`config.mk`:
```
export PLATFORM = sky130hd
export DESIGN_NAME = i2c_cmd_arbiter
export DESIGN_NICKNAME = d
export VERILOG_FILES = /design/src/rtl/i2c_arb_pkg.sv /design/src/rtl/i2c_cmd_arbiter_rr_pick.sv /design/src/rtl/i2c_cmd_arbiter.sv
export SDC_FILE = /design/constraint.sdc
export NUM_CORES = 1
export LEC_CHECK = 0
export ABC_AREA = 1
export ABC_CLOCK_PERIOD_IN_PS = 3300
export CAP_MARGIN = 20
export CORE_MARGIN = 1.5
export CORE_UTILIZATION = 43
export CTS_CLUSTER_SIZE = 14
export DETAILED_ROUTE_END_ITERATION = 8
export PLACE_DENSITY = 0.89
export RECOVER_POWER = 25
export REMOVE_ABC_BUFFERS = 1
export SLEW_MARGIN = 15
export SYNTH_ARGS = -nofsm -noshare
export SYNTH_HDL_FRONTEND = slang
export SYNTH_SLANG_ARGS = --single-unit
```
`constraint.sdc`:
```
create_clock -name clk -period 3.3 [get_ports clk]
set_clock_uncertainty 0.2 [all_clocks]
set_input_delay 0.66 -clock clk [delete_from_list [all_inputs] [get_ports clk]]
set_output_delay 0.66 -clock clk [all_outputs]
set_load 0.1 [all_outputs]
```
`src/rtl/i2c_arb_pkg.sv`:
```
// rtl/i2c_arb_pkg.sv - shared types and constants for the I2C command arbiter
//
// Purpose : arbiter FSM state encoding, command direction values and the
//           field widths used by i2c_cmd_arbiter and its testbench.
// Ports   : none (package).
package i2c_arb_pkg;

  typedef enum logic [1:0] {
    ST_IDLE    = 2'd0,
    ST_ACTIVE  = 2'd1,
    ST_RELEASE = 2'd2
  } arb_state_e;

  localparam logic WRITE = 1'b1;
  localparam logic READ  = 1'b0;

  localparam int DEV_W  = 7;
  localparam int BYTE_W = 8;

endpackage

```
`src/rtl/i2c_cmd_arbiter_rr_pick.sv`:
```
// rtl/i2c_cmd_arbiter_rr_pick.sv - combinational round-robin selector
//
// Purpose : returns the first set request bit at or after ptr, wrapping
//           around N requesters.
// Ports   : req    - request vector
//           ptr    - search start index (0..N-1)
//           onehot - one-hot of the winner, 0 if none
//           idx    - index of the winner, 0 if none
//           any    - at least one request set
module rr_pick #(
  parameter int N  = 3,
  parameter int IW = 2
) (
  input  logic [N-1:0]  req,
  input  logic [IW-1:0] ptr,
  output logic [N-1:0]  onehot,
  output logic [IW-1:0] idx,
  output logic          any
);

  always_comb begin
    int k;
    onehot = '0;
    idx    = '0;
    any    = 1'b0;
    k      = 0;
    for (int i = 0; i < N; i++) begin
      // ptr never exceeds N-1, so one subtraction is enough to wrap.
      k = int'(ptr) + i;
      if (k >= N) k = k - N;
      if (!any && req[k]) begin
        any       = 1'b1;
        onehot[k] = 1'b1;
        idx       = IW'(k);
      end
    end
  end

endmodule

```
`src/rtl/i2c_cmd_arbiter.sv`:
```
// rtl/i2c_cmd_arbiter.sv - round-robin sharing of one I2C master among sequencers
//
// Purpose : grants the I2C master to one of NUM_REQ command sequencers
//           (rqt/done handshake), latches its command fields at grant and
//           returns done / read data only to the granted requester.
// Option  : define I2C_CMD_ARB_TIMEOUT_EN to enable the ACTIVE watchdog
//           (TIMEOUT_CYCLES, TO_W); otherwise req_err is tied to 0.
// Ports   : clk, rst_n                        - clock, async active-low reset
//           req_rqt/req_cmd                   - per-requester request, 1=write
//           req_addr_dev (7b each)            - device address per requester
//           req_addr_reg_H/L, req_data_wr_H/L - 8b fields per requester
//           req_done, req_data_rdy            - completion gated by grant
//           req_data_rd                       - read data, broadcast
//           req_err                           - one-cycle watchdog pulse
//           grant, busy                       - current owner, not idle
//           m_cmd, m_addr_dev, m_addr_reg_H/L, m_data_wr_H/L, m_i2c_rqt - to master
//           m_i2c_done, m_data_rdy, m_data_rd - from master
module i2c_cmd_arbiter
  import i2c_arb_pkg::*;
#(
  parameter int NUM_REQ        = 3,
  parameter int TIMEOUT_CYCLES = 1048576,
  parameter int TO_W           = 21
) (
  input  logic                        clk,
  input  logic                        rst_n,
  input  logic [NUM_REQ-1:0]          req_rqt,
  input  logic [NUM_REQ-1:0]          req_cmd,
  input  logic [DEV_W*NUM_REQ-1:0]    req_addr_dev,
  input  logic [BYTE_W*NUM_REQ-1:0]   req_addr_reg_H,
  input  logic [BYTE_W*NUM_REQ-1:0]   req_addr_reg_L,
  input  logic [BYTE_W*NUM_REQ-1:0]   req_data_wr_H,
  input  logic [BYTE_W*NUM_REQ-1:0]   req_data_wr_L,
  output logic [NUM_REQ-1:0]          req_done,
  output logic [NUM_REQ-1:0]          req_data_rdy,
  output logic [BYTE_W-1:0]           req_data_rd,
  output logic [NUM_REQ-1:0]          req_err,
  output logic [NUM_REQ-1:0]          grant,
  output logic                        busy,
  output logic                        m_cmd,
  output logic [DEV_W-1:0]            m_addr_dev,
  output logic [BYTE_W-1:0]           m_addr_reg_H,
  output logic [BYTE_W-1:0]           m_addr_reg_L,
  output logic [BYTE_W-1:0]           m_data_wr_H,
  output logic [BYTE_W-1:0]           m_data_wr_L,
  output logic                        m_i2c_rqt,
  input  logic                        m_i2c_done,
  input  logic                        m_data_rdy,
  input  logic [BYTE_W-1:0]           m_data_rd
);

  localparam int IDX_W = $clog2(NUM_REQ);

  // Elaboration-time parameter guards.
  if (NUM_REQ < 2 || NUM_REQ > 8) begin : g_bad_num_req
    $error("i2c_cmd_arbiter: NUM_REQ must be 2..8");
  end
  if (TO_W < 1 || TIMEOUT_CYCLES < 1 ||
      (64'd1 << TO_W) <= 64'(TIMEOUT_CYCLES)) begin : g_bad_to_w
    $error("i2c_cmd_arbiter: TO_W too narrow for TIMEOUT_CYCLES");
  end

  arb_state_e         state_q, state_d;
  logic [NUM_REQ-1:0] grant_q, grant_d;
  logic [IDX_W-1:0]   gidx_q, gidx_d;
  logic [IDX_W-1:0]   ptr_q, ptr_d;
  logic               rqt_q, rqt_d;
  logic               load;
  logic               done_s1;
  logic               fall;
  logic               timeout;

  logic [NUM_REQ-1:0] pick_onehot;
  logic [IDX_W-1:0]   pick_idx;
  logic               pick_any;

  rr_pick #(
    .N  (NUM_REQ),
    .IW (IDX_W)
  ) u_rr_pick (
    .req    (req_rqt),
    .ptr    (ptr_q),
    .onehot (pick_onehot),
    .idx    (pick_idx),
    .any    (pick_any)
  );

  // done_s1 runs in every state so a done already high when ACTIVE is
  // entered still yields a fall in the first ACTIVE cycle.
  assign fall = done_s1 & ~m_i2c_done;

`ifdef I2C_CMD_ARB_TIMEOUT_EN
  localparam logic [TO_W-1:0] WD_LAST = TO_W'(TIMEOUT_CYCLES - 1);

  logic [TO_W-1:0]    wd_q;
  logic [NUM_REQ-1:0] err_q;

  // wd_q holds the number of completed ACTIVE cycles; a fall in the expiry
  // cycle wins, so it completes normally without err.
  assign timeout = (state_q == ST_ACTIVE) && !fall && (wd_q == WD_LAST);

  always_ff @(posedge clk or negedge rst_n) begin
    if (!rst_n) begin
      wd_q  <= '0;
      err_q <= '0;
    end else begin
      err_q <= timeout ? grant_q : '0;
      if (load) begin
        wd_q <= '0;
      end else if (state_q == ST_ACTIVE) begin
        wd_q <= wd_q + 1'b1;
      end
    end
  end

  assign req_err = err_q;
`else
  assign timeout = 1'b0;
  assign req_err = '0;
`endif

  always_comb begin
    state_d = state_q;
    grant_d = grant_q;
    gidx_d  = gidx_q;
    ptr_d   = ptr_q;
    rqt_d   = rqt_q;
    load    = 1'b0;
    case (state_q)
      ST_IDLE: begin
        if (pick_any) begin
          grant_d = pick_onehot;
          gidx_d  = pick_idx;
          rqt_d   = 1'b1;
          load    = 1'b1;
          state_d = ST_ACTIVE;
        end
      end
      ST_ACTIVE: begin
        if (fall || timeout) begin
          rqt_d   = 1'b0;
          state_d = ST_RELEASE;
        end
      end
      ST_RELEASE: begin
        // Grant is held through this cycle so the owner's done-fall
        // detection still sees itself selected; the pointer moves past the
        // owner so an immediate re-request loses to anyone else pending.
        grant_d = '0;
        ptr_d   = (gidx_q == IDX_W'(NUM_REQ - 1)) ? '0 : gidx_q + 1'b1;
        state_d = ST_IDLE;
      end
      default: begin
        grant_d = '0;
        rqt_d   = 1'b0;
        state_d = ST_IDLE;
      end
    endcase
  end

  always_ff @(posedge clk or negedge rst_n) begin
    if (!rst_n) begin
      state_q <= ST_IDLE;
      grant_q <= '0;
      gidx_q  <= '0;
      ptr_q   <= '0;
      rqt_q   <= 1'b0;
      done_s1 <= 1'b0;
    end else begin
      state_q <= state_d;
      grant_q <= grant_d;
      gidx_q  <= gidx_d;
      ptr_q   <= ptr_d;
      rqt_q   <= rqt_d;
      done_s1 <= m_i2c_done;
    end
  end

  // Command fields are captured once at grant and frozen until next grant.
  always_ff @(posedge clk or negedge rst_n) begin
    if (!rst_n) begin
      m_cmd        <= READ;
      m_addr_dev   <= '0;
      m_addr_reg_H <= '0;
      m_addr_reg_L <= '0;
      m_data_wr_H  <= '0;
      m_data_wr_L  <= '0;
    end else if (load) begin
      m_cmd        <= req_cmd[pick_idx];
      m_addr_dev   <= req_addr_dev[pick_idx*DEV_W +: DEV_W];
      m_addr_reg_H <= req_addr_reg_H[pick_idx*BYTE_W +: BYTE_W];
      m_addr_reg_L <= req_addr_reg_L[pick_idx*BYTE_W +: BYTE_W];
      m_data_wr_H  <= req_data_wr_H[pick_idx*BYTE_W +: BYTE_W];
      m_data_wr_L  <= req_data_wr_L[pick_idx*BYTE_W +: BYTE_W];
    end
  end

  assign grant        = grant_q;
  assign busy         = (state_q != ST_IDLE);
  assign m_i2c_rqt    = rqt_q;
  assign req_done     = {NUM_REQ{m_i2c_done}} & grant_q;
  assign req_data_rdy = {NUM_REQ{m_data_rdy}} & grant_q;
  assign req_data_rd  = m_data_rd;

endmodule

```
### Word-level counts from Yosys, hierarchy flattened

Cells that the tools add are included.

* output and inout port bits: 62
* input bits: 135
* flip-flop bits (word level): 51
* word-level logic and storage cells: 100

* shifts and indexed selects: 5
* multiplexer cells: 40
* $mul: 1
* reduce and logical (&&, ||, !) cells: 13
* equality and inequality tests: 5
* bitwise logic cells: 8
* $lt $le $gt $ge: 10
* add/sub/neg operators: 6

Operators by type and width (count)
* >= comparator 32 x 1 -> 1 bit (second input constant): 3
* < comparator 32 x 4 -> 1 bit (second input constant): 3
* 2-to-1 mux 32 bit: 3
* indexed part select 24 x 6 -> 8 bit: 4
* >= comparator 32 x 3 -> 1 bit (second input constant): 2
* subtractor 32 x 3 -> 32 bit (second input constant): 2
* indexed part select 21 x 6 -> 7 bit: 1
* 2-to-1 mux 1 bit: 17
* 2-to-1 mux 2 bit: 6
* 2-to-1 mux 3 bit: 4
* binary-select mux 1 bit (select 2 bit): 4
* AND 3 bit: 2
* demux 1 bit (select 2 bit): 3
* OR 3 bit: 2
* case mux 3 bit (2 select lines): 1
* AND reduction 2 bit: 3
* logical AND 1 bit: 5
* multiplier 2 x 3 -> 5 bit (second input constant): 1
* == test 2 bit (second input constant): 2
* != test 2 bit (second input constant): 2
* case mux 2 bit (2 select lines): 1
* adder 2 x 1 -> 3 bit (second input constant): 1
* adder 2 x 2 -> 3 bit (second input constant): 1
* < comparator 2 x 3 -> 1 bit (second input constant): 1
* other kinds (11): 14

### Longest topological paths before layout

Gate-level depths: netlist (run 1).

* depth after elaboration: 14
* gate-level depth with buffers: 15
* gate-level depth less buffers: 14

### By module

Synthesis (run 1) repeated with hierarchy kept, for this count alone.

* cells, all modules: 553
* area total of the unflattened synthesis: 3478.3 µm²

By module, submodules not included
* i2c_cmd_arbiter: times used 1, area an instance 3158.0 µm², sequential area each 1276.2 µm², cells an instance 492
* rr_pick: times used 1, area an instance 320.3 µm², sequential area each 0.0 µm², cells an instance 61

### Worst setup path before layout (run 1)

Ideal clock, no wire load.

* path kind: reg2out
* start point: reg grant_q[2], in the netlist grant[2]
* end point: out req_data_rdy[2]
* buffers on the path: 0
* required time: 2.440 ns
* cell stages (with the launch flop): 3
* path slack: 0.785 ns
* arrival: 1.655 ns
* cell sequence: dfrtp_1 > nand2_1 > inv_1

* cells in the longest elaborated chain, start to end: 1

RTL lines
* start, declared: RTL line i2c_cmd_arbiter.sv:64 `logic [NUM_REQ-1:0] grant_q, grant_d;`
* start signal, assigned: RTL line i2c_cmd_arbiter.sv:171 `grant_q <= grant_d;`
* AND 3 bit: RTL line i2c_cmd_arbiter.sv:202 `assign req_data_rdy = {NUM_REQ{m_data_rdy}} & grant_q;`
* end, declared: RTL line i2c_cmd_arbiter.sv:35 `output logic [NUM_REQ-1:0] req_data_rdy,`

Every way passes these cells.

### Final worst setup path (run 1)

* start point: in req_rqt[2]
* end point: reg m_data_wr_H[4]

* cells in the longest elaborated chain, start to end: 12
* elaborated cells between the ends (all ways): 22
* those cells by class: 1 x shift; 17 x mux; 4 x reduce/logical

RTL lines
* start, declared: RTL line i2c_cmd_arbiter.sv:27 `input logic [NUM_REQ-1:0] req_rqt,`
* branches (longest 12 deep; another with indexed part select 24 x 6 -> 8 bit)
* end signal, assigned: RTL line i2c_cmd_arbiter.sv:193 `m_data_wr_H <= req_data_wr_H[pick_idx*BYTE_W +: BYTE_W];`
* end, declared: RTL line i2c_cmd_arbiter.sv:44 `output logic [BYTE_W-1:0] m_data_wr_H,`

Several ways; the timed one is not identified. The select of a mux whose other input is x is not followed.
A chain may end at the register's enable or synchronous reset.

==> impl_results.md, run 1 <==
* 1st-iter DRT viols at 174
* Nets@finish at 832
* Post-synthesis sequential area ratio at 35.81%
* Clk buf depth at 2
* RSZ-0062 raised after global routing: no
* Overflow after GRT at 0
* Fmax at 356.0 MHz
* Initial antenna violation count at 0
* WHS Path Cells at 1
* Place WS at 0.2545 ns
* Post-synth EDFFs at 0
* WP buf/inv at 3
* Root Buffer: clkbuf_8
* Main synth FF type: dfrtp_1
* Fin crit share at 85.12%
* Worst-path clk slew at 0.09 ns
* Worst setup SP type: input pin
* Flops & latches, synth at 51
* Status: finished, final reports clean
* Most used cell, CP: nand2_1
* CTS tree: yes
* First-pass GRT wire length at 17200 um
* Area leader, netlist: dfrtp_1
* Total Wirelength at 10870 um
* Reg-to-reg setup timing slack at 0.52 ns
* Min-delay src: state_q[1]
* Placed inst area at 5206 um^2
* Layout cells sized above 1 at 13.44%
* Design Area, Final at 5275 um^2
* RD Place Congestion at 0.8784
* Commonest cells post-synth: 109 x nand2_1, 97 x inv_1, 84 x nor2_1, 55 x nand3_1, 51 x dfrtp_1
* Ports at 197
* Slew HR at 10.83%
* WP data arrival at 2.82 ns
* Synth cell types at 25
* Critical path class: in -> reg
* All-Layer GR Usage at 24.60%
* Synth top area share at 35.81%
* Fin crit period at 2.809 ns
* Vias at 3948
* Critical Path End Type: flop
* Routed length per instance at 13.64 um
* Worst path required time at 3.31 ns
* Worst setup margin at 0.4912 ns
* Die footprint at 8843 um^2
* Antenna Cells at 0
* Post-route insts no fill at 797
* Worst r2r src: ptr_q[0]
* Detail-routed via count per cell at 4.954
* Cells after synthesis at 533
* Slowest cell on crit path: clkdlybuf4s50_1
* Setup TNS at 0 ns
* Top delay family on crit path: buffers and inverters
* # DRC at 0
* Syn. warnings at 0
* Pin count of the biggest net entering global routing at 34
* Finish-stage setup viols at 0
* Critical R2R Capture: m_data_wr_L[3]
* Die width at 94.04 um
* Die height at 94.04 um
* Top cells by area, synth: dfrtp_1 36%, nand2_1 11%, inv_1 10%, nor2_1 8.8%, nand3_1 7.7%
* Placed cell count at 791
* Critical path, cell by cell: clkdlybuf4s50_1 > inv_1 > o21ai_1 > nand2_2 > nand2_1 > nand2_1 > nand2_1 > nand2_4 > inv_2 > nand3_1 > a21oi_1
* Vias in the first global route at 3685
* Hold endpoint: state_q[1]
* CTS Sinks at 51
* Initial Util at 43.81%
* Final Hold Viols at 0
* Clk_lat worst skew at 0.29 ns
* Port bufs at 177
* Synthesized area at 3563 um^2
* # resized after CTS at 0
* Async S/R FF share, synth at 100.0%
* Hpwl dp at 8281 um
* Slew Limit Fails at 0
* Worst hold path class: reg -> reg
* Placement Rows at 33
* Register-to-Register Path Depth at 13
* Slew of the pin with the lowest slew margin at 1.338 ns
* Dominant cell by count in the synthesized netlist: nand2_1
* Max Cap Violations at 0
* Cts bufs inserted at 5
* Critical path peak fanout at 27
* Post-CTS setup buffer count at 0
* CP max stage delay at 0.52 ns
* Post-route ant nets at 0
* Hold-fix buffers, CTS at 0
* Htree depth at 2
* Syn Area/Cell at 6.686 um^2
* Core area at 8134 um^2
* Area delta synth->final at 48.03%
* Pre-antenna DRT Iters at 5
how the worst max path moves through the flow:
stage | start | end | depth (start not counted)
2_1_floorplan | ptr_q[0] | m_addr_dev[2] | 12
3_3_place_gp | req_rqt[2] | m_addr_reg_L[3] | 11
3_5_place_dp | req_rqt[2] | m_data_wr_H[4] | 11
4_1_cts | req_rqt[2] | m_data_wr_H[4] | 11
5_1_grt | ptr_q[0] | m_data_wr_H[4] | 13
6_report | req_rqt[2] | m_data_wr_H[4] | 11
cell families (layout without fill, tap and decap cells):
group / after synthesis / count (layout) / share of synthesized area (%)
adder cells (fa/ha/maj): 4 / 4 / 1.405
flip-flops: 51 / 51 / 35.81
buffers and inverters: 138 / 295 / 17.66
AO/OA/AOI/OAI: 78 / 78 / 13.69
other: 1 / 3 / 0.1052
AND/OR/NAND/NOR: 261 / 261 / 31.32
final cells by class:
type | count | area [um^2]
fillers | 710 | 2859
flip-flops and latches | 51 | 1276
multi-input cells | 346 | 1665
well taps | 105 | 131.4
inverters | 103 | 389.1
repair buffers | 186 | 1740
clock buffers | 6 | 72.57
stage by stage:
stage / util (%) / hold slack [ns]
after floorplan: - / 0.1644
after global routing: 64.85 / 0.3315
after detailed placement: 64.01 / 0.2836
final: 64.85 / 0.2945
after global placement: 64.01 / 0.2691
after CTS: 64.90 / 0.1654
registers in the layout, summed over array words and instances (netlist names), 2 cells and up:
| signal | cells |
|---|---|
| m_addr_reg_L | 8 |
| ptr_q | 2 |
| m_addr_reg_H | 8 |
| state_q | 2 |
| gidx_q | 2 |
| grant | 3 |
| m_data_wr_H | 8 |
| m_addr_dev | 7 |
| m_data_wr_L | 8 |
layer usage:
metal  share of wire (%)  GRT usage, %
met1                  39         28.69
met3                 9.4         5.421
met4                 1.4         7.711
met2                  50         44.57
met5                   0             0
layout by cell type (no fill, tap or decap), types with 2 or more instances in the layout:
cell type        instances
nand3_1                 55
o211ai_1                 8
conb_1                   3
dfrtp_1                 51
buf_4                   56
ha_1                     4
clkdlybuf4s50_1        124
inv_2                    5
clkbuf_8                 5
buf_12                   3
clkbuf_1                 2
nor2_1                  84
inv_1                   97
nand2_2                  6
nand3_2                  2
nand2_1                109
a21oi_1                 48
nor2_4                   2
o211ai_2                10
o21ai_0                 10
Power of run 1 is not shown: default switching activity piles up to over one toggle a cycle in this logic, so the estimate is an artifact.
==> run 2: changes to the inputs <==
Settings changed: ABC_CLOCK_PERIOD_IN_PS 3300 to 3100, CORE_UTILIZATION 43 to 39, PLACE_DENSITY 0.89 to default, PLACE_DENSITY_LB_ADDON from default to 0.05.
Clock period 3.3 ns to 3.1 ns, I/O delays scaled along.
==> run 2 against run 1 <==
The flow now finishes with violations (design-rule violations). Die area rose by 9.9%. Via count down 3.8%. Setup slack worse by 0.12 ns.
==> impl_results.md, run 2 (synthesis results as in run 1) <==
* # fillers at 843
* Worst path required time at 3.14 ns
* Hpwl dp at 8113 um
* Critical path class: reg -> reg
* Antenna Cells at 0
* Pre-antenna DRT Iters at 7
* Clk_lat worst skew at 0.30 ns
* Register-to-Register Path Depth at 15
* Die height at 98.59 um
* All-Layer GR Usage at 21.75%
* Fmax at 366.8 MHz
* RD Place Congestion at 0.8914
* Htree depth at 2
* Max Cap Violations at 0
* Commonest non-fill, non-tap cell in the layout: clkdlybuf4s50_1
* Finish-stage setup viols at 0
* Area delta synth->final at 50.46%
* Launch point of the worst path: ptr_q[1]
* Initial antenna violation count at 0
* Post-route ant nets at 0
* # resized after CTS at 0
* Fin crit share at 87.93%
* Total Wirelength at 10530 um
* Critical path peak fanout at 25
* Finished Core Util at 60.88%
* Vias at 3797
* Detail-routed via count per cell at 4.740
* CTS Sinks at 51
* Routed length per instance at 13.15 um
* Worst r2r src: ptr_q[1]
* Worst setup SP type: flop
* Slew HR at 27.21%
* Final Hold Viols at 0
* Slew Limit Fails at 0
* Clk buf depth at 2
* Violations in the final reports: design-rule violations
* Vias in the first global route at 3719
* Cts bufs inserted at 5
* WP data arrival at 2.77 ns
* RSZ-0062 raised after global routing: no
* Slew of the pin with the lowest slew margin at 1.092 ns
* CTS tree: yes
* Most frequent cells in the layout: 124 x clkdlybuf4s50_1, 109 x nand2_1, 97 x inv_1, 84 x nor2_1, 55 x nand3_1
* Critical Path End Type: flop
* Die width at 98.59 um
* 1st-iter DRT viols at 160
* Nets@finish at 833
* Status: finished, violations left
* Root Buffer: clkbuf_8
* Port bufs at 177
* Worst hold path class: in -> async
* Die footprint at 9719 um^2
* First-pass GRT wire length at 17220 um
* Pin count of the biggest net entering global routing at 43
* Worst-path clk slew at 0.09 ns
* Setup TNS at 0 ns
* Overflow after GRT at 0
* Layout cells sized above 1 at 13.56%
* Hold-fix buffers, CTS at 0
* Ports at 197
* Initial Util at 40.47%
* Post-CTS setup buffer count at 0
* Crit path capture: m_addr_dev[0]
* # DRC at 7
* Critical R2R Capture: m_addr_dev[0]
* Reg-to-reg setup timing slack at 0.37 ns
* Fin crit period at 2.726 ns
* Core area at 8806 um^2
* Placement Rows at 34
[run 2: cell count changes in the layout (fill, tap and decap cells not counted)]
cell,change
buf_12,+6
buf_4,-5
[run 2: how the worst min path moves through the flow]
stage / slack, ns / cells after the start / endpoint / from
final: 0.29 / 1 / grant[2] / rst_n
after global routing: 0.33 / 1 / state_q[1] / state_q[1]
after CTS: 0.06 / 1 / grant[2] / rst_n
after detailed placement: 0.29 / 1 / state_q[1] / state_q[1]
after global placement: 0.27 / 1 / state_q[1] / state_q[1]
after floorplan: 0.12 / 0 / done_s1 / rst_n
[run 2: per-layer routing]
layer / routed length [um] / GRT usage (%) / vias to the layer above
li1: - / - / 1949
met1: 4156 / 25.21 / 1696
met2: 5456 / 40.22 / 143
met3: 823 / 5.674 / 9
met4: 99 / 4.835 / 0
met5: 0 / 0 / -
[run 2: worst max-delay path, stage by stage, from the launching register on]
cell and delay (ns):
dfrtp_1 0.41, inv_1 0.11, ha_1 0.29, inv_2 0.09
nand2_1 0.07, nand3_1 0.09, nand2_2 0.16, nand2_2 0.08
nor2_4 0.13, nand2_1 0.13, nand2_4 0.23, buf_4 0.34
nand2_1 0.09, nor2_1 0.11, nor2_1 0.06, nand2_1 0.06
[run 2: cell type report]
| type | count | area, um^2 | area share, % |
|---|---|---|---|
| well taps | 108 | 135.1 | 2.520 |
| inverters | 103 | 389.1 | 7.258 |
| flip-flops and latches | 51 | 1276 | 23.80 |
| repair buffers | 187 | 1823 | 34.00 |
| multi-input cells | 346 | 1665 | 31.06 |
| clock buffers | 6 | 72.57 | 1.354 |
[run 2: metrics by stage]
step                      worst slack, ns  cell area, um^2  hold slack (ns)  std cells
after floorplan                    0.3108             3331           0.1244        500
after global placement             0.2601             5293           0.2728        795
after detailed placement           0.1672             5293           0.2886        795
after CTS                          0.3865             5365          0.06472        801
after global routing               0.1188             5361           0.3295        801
final                              0.3741             5361           0.2935        801
Power of run 2 is left out for the same reason.
